`config.mk`:
```
export PLATFORM = sky130hd
export DESIGN_NAME = sd_drive_arbiter
export DESIGN_NICKNAME = d
export VERILOG_FILES = /design/src/rtl/sd_drive_arbiter_pkg.sv /design/src/rtl/sd_drive_arbiter.sv
export SDC_FILE = /design/constraint.sdc
export NUM_CORES = 1
export LEC_CHECK = 0
export CAP_MARGIN = 10
export CORE_MARGIN = 3
export CORE_UTILIZATION = 44
export DETAILED_ROUTE_END_ITERATION = 6
export GPL_ROUTABILITY_DRIVEN = 0
export MAX_ROUTING_LAYER = met4
export PLACE_DENSITY = 0.85
export SYNTH_ARGS = -nofsm -noshare
export SYNTH_HDL_FRONTEND = slang
export SYNTH_SLANG_ARGS = --single-unit
```
`constraint.sdc`:
```
create_clock -name CLK -period 5.45 [get_ports CLK]
set_input_delay 0.545 -clock CLK [delete_from_list [all_inputs] [get_ports CLK]]
set_output_delay 0.545 -clock CLK [all_outputs]
set_load 0.02 [all_outputs]
```
`src/rtl/sd_drive_arbiter_pkg.sv`:
```
// Shared types for the SD drive arbiter: FSM states, transfer op and the
// default HPS acknowledge timeout.
package sd_drive_arbiter_pkg;

    typedef enum logic [1:0] {
        IDLE    = 2'd0,
        REQ     = 2'd1,
        XFER    = 2'd2,
        RELEASE = 2'd3
    } state_t;

    typedef enum logic {
        OP_RD = 1'b0,
        OP_WR = 1'b1
    } op_t;

    // Roughly 250 ms at a 50 MHz core clock.
    localparam logic [23:0] TIMEOUT_CYC_DEFAULT = 24'd12_500_000;

endpackage

```
`src/rtl/sd_drive_arbiter.sv`:
```
// Round-robin arbiter multiplexing NUM_DRIVES level-request drive ports onto one HPS block port.
// hps_rd/hps_wr rise 2 cycles after the sampling edge; the HPS throttles via hps_ack, abandoned after TIMEOUT_CYC cycles.
module sd_drive_arbiter
    import sd_drive_arbiter_pkg::*;
#(
    parameter int          NUM_DRIVES  = 4,
    parameter logic [23:0] TIMEOUT_CYC = TIMEOUT_CYC_DEFAULT
) (
    input  logic                  CLK,
    input  logic                  RESET_N,
    input  logic [31:0]           drv_lba      [NUM_DRIVES],
    input  logic [NUM_DRIVES-1:0] drv_rd,
    input  logic [NUM_DRIVES-1:0] drv_wr,
    output logic [NUM_DRIVES-1:0] drv_ack,
    input  logic [7:0]            drv_buff_din [NUM_DRIVES],
    output logic                  drv_buff_wr,
    output logic [31:0]           hps_lba,
    output logic                  hps_rd,
    output logic                  hps_wr,
    input  logic                  hps_ack,
    output logic [7:0]            hps_buff_din,
    input  logic                  hps_buff_wr,
    output logic                  busy,
    output logic                  timeout_err
);

    localparam int IDX_W = (NUM_DRIVES > 1) ? $clog2(NUM_DRIVES) : 1;
    typedef logic [IDX_W-1:0] idx_t;
    localparam idx_t LAST_IDX = idx_t'(NUM_DRIVES - 1);

    state_t      state_q, state_d;
    idx_t        grant_q, grant_d;
    idx_t        last_grant_q, last_grant_d;
    op_t         op_q, op_d;
    logic [31:0] lba_q, lba_d;
    logic        sel_vld_q, sel_vld_d;
    logic [23:0] cnt_q, cnt_d;
    logic        tmo_q, tmo_d;

    logic        pick_vld;
    idx_t        pick_idx;
    idx_t        scan_idx;

    function automatic idx_t rr_next(input idx_t idx);
        return (idx == LAST_IDX) ? '0 : idx_t'(idx + 1'b1);
    endfunction

    // Scan starts one past the last served drive so every requester gets a turn.
    always_comb begin
        pick_vld = 1'b0;
        pick_idx = '0;
        scan_idx = last_grant_q;
        for (int i = 0; i < NUM_DRIVES; i++) begin
            scan_idx = rr_next(scan_idx);
            if (!pick_vld && (drv_rd[scan_idx] || drv_wr[scan_idx])) begin
                pick_vld = 1'b1;
                pick_idx = scan_idx;
            end
        end
    end

    always_comb begin
        state_d      = state_q;
        grant_d      = grant_q;
        last_grant_d = last_grant_q;
        op_d         = op_q;
        lba_d        = lba_q;
        sel_vld_d    = 1'b0;
        cnt_d        = cnt_q;
        tmo_d        = 1'b0;
        case (state_q)
            IDLE: begin
                // First IDLE edge latches the winner, the next one enters REQ.
                if (sel_vld_q) begin
                    state_d = REQ;
                    cnt_d   = '0;
                end else if (pick_vld) begin
                    sel_vld_d = 1'b1;
                    grant_d   = pick_idx;
                    op_d      = drv_wr[pick_idx] ? OP_WR : OP_RD;
                    lba_d     = drv_lba[pick_idx];
                end
            end
            REQ: begin
                if (hps_ack) begin
                    state_d = XFER;
                end else if (cnt_q == TIMEOUT_CYC - 24'd1) begin
                    state_d      = IDLE;
                    tmo_d        = 1'b1;
                    last_grant_d = grant_q;
                end else begin
                    cnt_d = cnt_q + 24'd1;
                end
            end
            XFER: begin
                if (!hps_ack) begin
                    state_d      = RELEASE;
                    last_grant_d = grant_q;
                end
            end
            RELEASE: state_d = IDLE;
            default: state_d = IDLE;
        endcase
    end

    always_ff @(posedge CLK or negedge RESET_N) begin
        if (!RESET_N) begin
            state_q      <= IDLE;
            grant_q      <= '0;
            last_grant_q <= LAST_IDX;
            op_q         <= OP_RD;
            lba_q        <= '0;
            sel_vld_q    <= 1'b0;
            cnt_q        <= '0;
            tmo_q        <= 1'b0;
        end else begin
            state_q      <= state_d;
            grant_q      <= grant_d;
            last_grant_q <= last_grant_d;
            op_q         <= op_d;
            lba_q        <= lba_d;
            sel_vld_q    <= sel_vld_d;
            cnt_q        <= cnt_d;
            tmo_q        <= tmo_d;
        end
    end

    assign busy        = (state_q != IDLE);
    assign hps_rd      = (state_q == REQ) && (op_q == OP_RD);
    assign hps_wr      = (state_q == REQ) && (op_q == OP_WR);
    assign hps_lba     = lba_q;
    assign timeout_err = tmo_q;
    assign drv_buff_wr = (state_q == XFER) && hps_buff_wr;

    // Ack and data are routed only while a grant is live, so stray acks in IDLE/RELEASE vanish.
    always_comb begin
        drv_ack      = '0;
        hps_buff_din = '0;
        if ((state_q == REQ) || (state_q == XFER)) begin
            drv_ack[grant_q] = hps_ack;
            hps_buff_din     = drv_buff_din[grant_q];
        end
    end

endmodule

```
==> metrics.cfg <==
[outcome]
status=complete, no violations

[cts]
insertion_delay_ns=0.34
cts_made_buffers=9
cts-root-buf=clkbuf_8
clock_sinks=65
cts_hold_buf=0
ctsResizeCount=0
clkTransAtPathRegs_ns=0.07
cts_setup_buffers=0
cts_tree=built
cts_max_level=3
cts.path.max_buffers=2

[pwr]
ir_worst_vdd_v=0.000276
p_per_area_mw_per_mm2=520
p_total_mw=3.56
leakage_nw=2.60

[grt]
grt_max_degree=66
antenna_found_initial=1
grt_pass1_vias=4479
track_usage=0.272
grt.overflow.total=0
grt_first_pass_wirelength_mm=23.0

[logic_synthesis]
synth_fa_ha_area_frac=0.0141
synth_ff_type=dfrtp_1
ys_types=63
synth-simple-area-share=0.155
synth.avg_cell_area_um2=11.5
synth_enable_flop_cells=0
synth_top_family_by_area=multiplexers
synth.top_cell.area_share=0.356
yosysSeqAreaShare=0.368
ys_ff_latch=65
synth.area.mux_share=0.298
synth_nets=560
synthCells=383
yosysTopAreaCell=dfrtp_1
synth.most_common_cell=dfrtp_1
async_reset_ff_frac=1.00
ys.warnings.count=0
synth-xor-area-share=0.00594
syn-cell-area_mm2=0.00442
synth-compound-area-share=0.117
synth_area_leaders=dfrtp_1 (36%), mux4_2 (20%), mux2_2 (8.4%), a21oi_1 (2.3%), nand2_1 (2.0%)
synth_common_cells=dfrtp_1 (63), mux4_2 (39), mux2_2 (33), nand2_1 (23), a21oi_1 (20)

[critical_path]
critPathLaunchType=flop
cp.arrival_ns=3.52
cp-end-kind=flop
rr_endpoint=hps_lba[14]
crit_buf_inv=1
path_max_fanout=20
cp.required_ns=5.68
reg2regPathDepth=7
max_stage_delay_ns=0.62
ff2ff_setup_slack_ns=2.15
cp_slowest_cell=dfstp_2
reg2reg_from=last_grant_q[0]
critical_path_class=flop to flop
path_delay_family=compound AO/OA/AOI/OAI gates
path_cells=ha_1 > nor2_1 > o221ai_1 > a21o_2 > buf_4 > mux4_2 > mux2_2

[timing]
slew_viol_final=0
setup_slack_ns=2.15
period_needed_ns=3.30
rsz0062_at_grt=false
fin_worst_skew_ns=0.00913
post-route-period-util=0.605
final-setup-viol-count=0
setup_tns_ns=0
hold_viol=0
max_freq_mhz=303
relSlewSlack=0.319
tightest_slew_ns=1.02

[die]
fp.dieArea_mm2=0.0113
io_pins=221
row_count=35
fp.dieH_um=106
dieWidth_um=106
coreArea_mm2=0.00950
start_util=0.465

[min_path]
hold_path.class=input port to async pin

[placement]
postPlaceCellArea_mm2=0.00667
io_buffers=220
pre_cts_ws_ns=1.78
place_hpwl_mm=11.9

[final_layout]
layout.nets=770
seqCellArea_mm2=0.00163
fin_area_mm2=0.00685
fill_cells=682
drive_gt1_frac=0.184
multi_input_area_mm2=0.00262
area_growth_pct=55.0

[detailed_routing]
drt_first_pass_iters=5
initialDrtViolationCount=247
via_per_inst=5.80
drtAntennaViolNets=0
drc=0
wl_mm=14.8
vias=4215
post_drt_wl_per_cell_um=20.4

[job]
max_cap_violations=0

## layout by cell type, fill, tap and decap left out, types with 2 or more instances in the layout
cell type,Yosys,final
o21a_1,5,5
mux4_2,39,39
clkdlybuf4s50_1,0,219
clkinv_2,0,3
nand2b_1,5,5
or3_1,5,5
nor3_2,2,3
o221ai_1,3,3
dfrtp_1,63,63
buf_4,0,3
nand4_1,6,6
clkbuf_8,0,12
o21ai_1,6,6
o31ai_1,7,7
o2111ai_1,2,2
or4_1,9,9
nand2_1,23,23
and3_1,3,3
dfstp_2,2,2
nand3_1,16,16
mux2i_1,7,7
o21ai_4,2,2
xor2_1,2,2
nor3_1,10,9
ha_1,5,5
nor2_1,16,15
nor4_1,4,4
and2_1,13,13
mux2_2,33,33
inv_1,10,10
or2_2,4,4
a21oi_1,20,20
o21ai_0,7,7
## flip-flops by register name (all words and copies together), names as in the netlist, named ones only
register and flops:
timeout_err 1, op_q 1, sel_vld_q 1, state_q 1, last_grant_q 2, cnt_q 24
grant_q 2, hps_lba 32
## worst max path at each step
stage,start,to,slack [ns],depth (start not counted)
finish,last_grant_q[0],hps_lba[14],2.15,7
global route,last_grant_q[0],hps_lba[16],2.00,7
global placement,drv_wr[3],hps_lba[31],1.94,7
detailed placement,drv_wr[3],hps_lba[14],1.78,7
CTS,last_grant_q[0],hps_lba[14],2.15,7
floorplan,drv_wr[3],hps_lba[10],3.02,7
## per-stage QoR
stage | hold WS [ns] | util | std cells
6_report | 0.382 | 0.721 | 727
5_1_grt | 0.456 | 0.721 | 727
3_5_place_dp | 0.482 | 0.702 | 711
2_1_floorplan | 0.249 | - | 383
3_3_place_gp | 0.476 | 0.702 | 711
4_1_cts | 0.421 | 0.721 | 726
## power by group
group / switching, mW / leakage, nW / internal, mW
clock: 0.184 / 0.0980 / 0.198
sequential: 0.148 / 0.816 / 0.671
combinational: 1.10 / 1.69 / 1.26
total: 1.44 / 2.60 / 2.13
## worst register-to-register path, cell delays in order, from the launching register on
cell	delay, ns
dfstp_2	0.62
ha_1	0.30
nor2_1	0.08
o221ai_1	0.30
a21o_2	0.61
buf_4	0.43
mux4_2	0.56
mux2_2	0.29
## cell families after synthesis
family / after synthesis
xor gates and xnor gates: 3
buffers and inverters: 35
and+or+nand+nor: 124
DFF: 65
adders and majority gates: 5
AOI/OAI and AO/OA: 72
muxes: 79
## metal layers
layer,vias up,GRT usage,share of wire
li1,1910,-,-
met1,2062,0.303,0.36
met2,201,0.476,0.54
met3,42,0.0559,0.063
met4,0,0.110,0.034
met5,-,-,0
## final cells by class
type                            instances  share of cell area
Clock buffer                           12              0.0241
Tap cell                              129              0.0235
Timing Repair Buffer                  223               0.324
Sequential cell                        65               0.238
Clock inverter                          3             0.00219
Multi-Input combinational cell        283               0.382
Antenna cell                            1            0.000365
Inverter                               11             0.00602
Note: power is estimated with default switching activity, not from simulation.
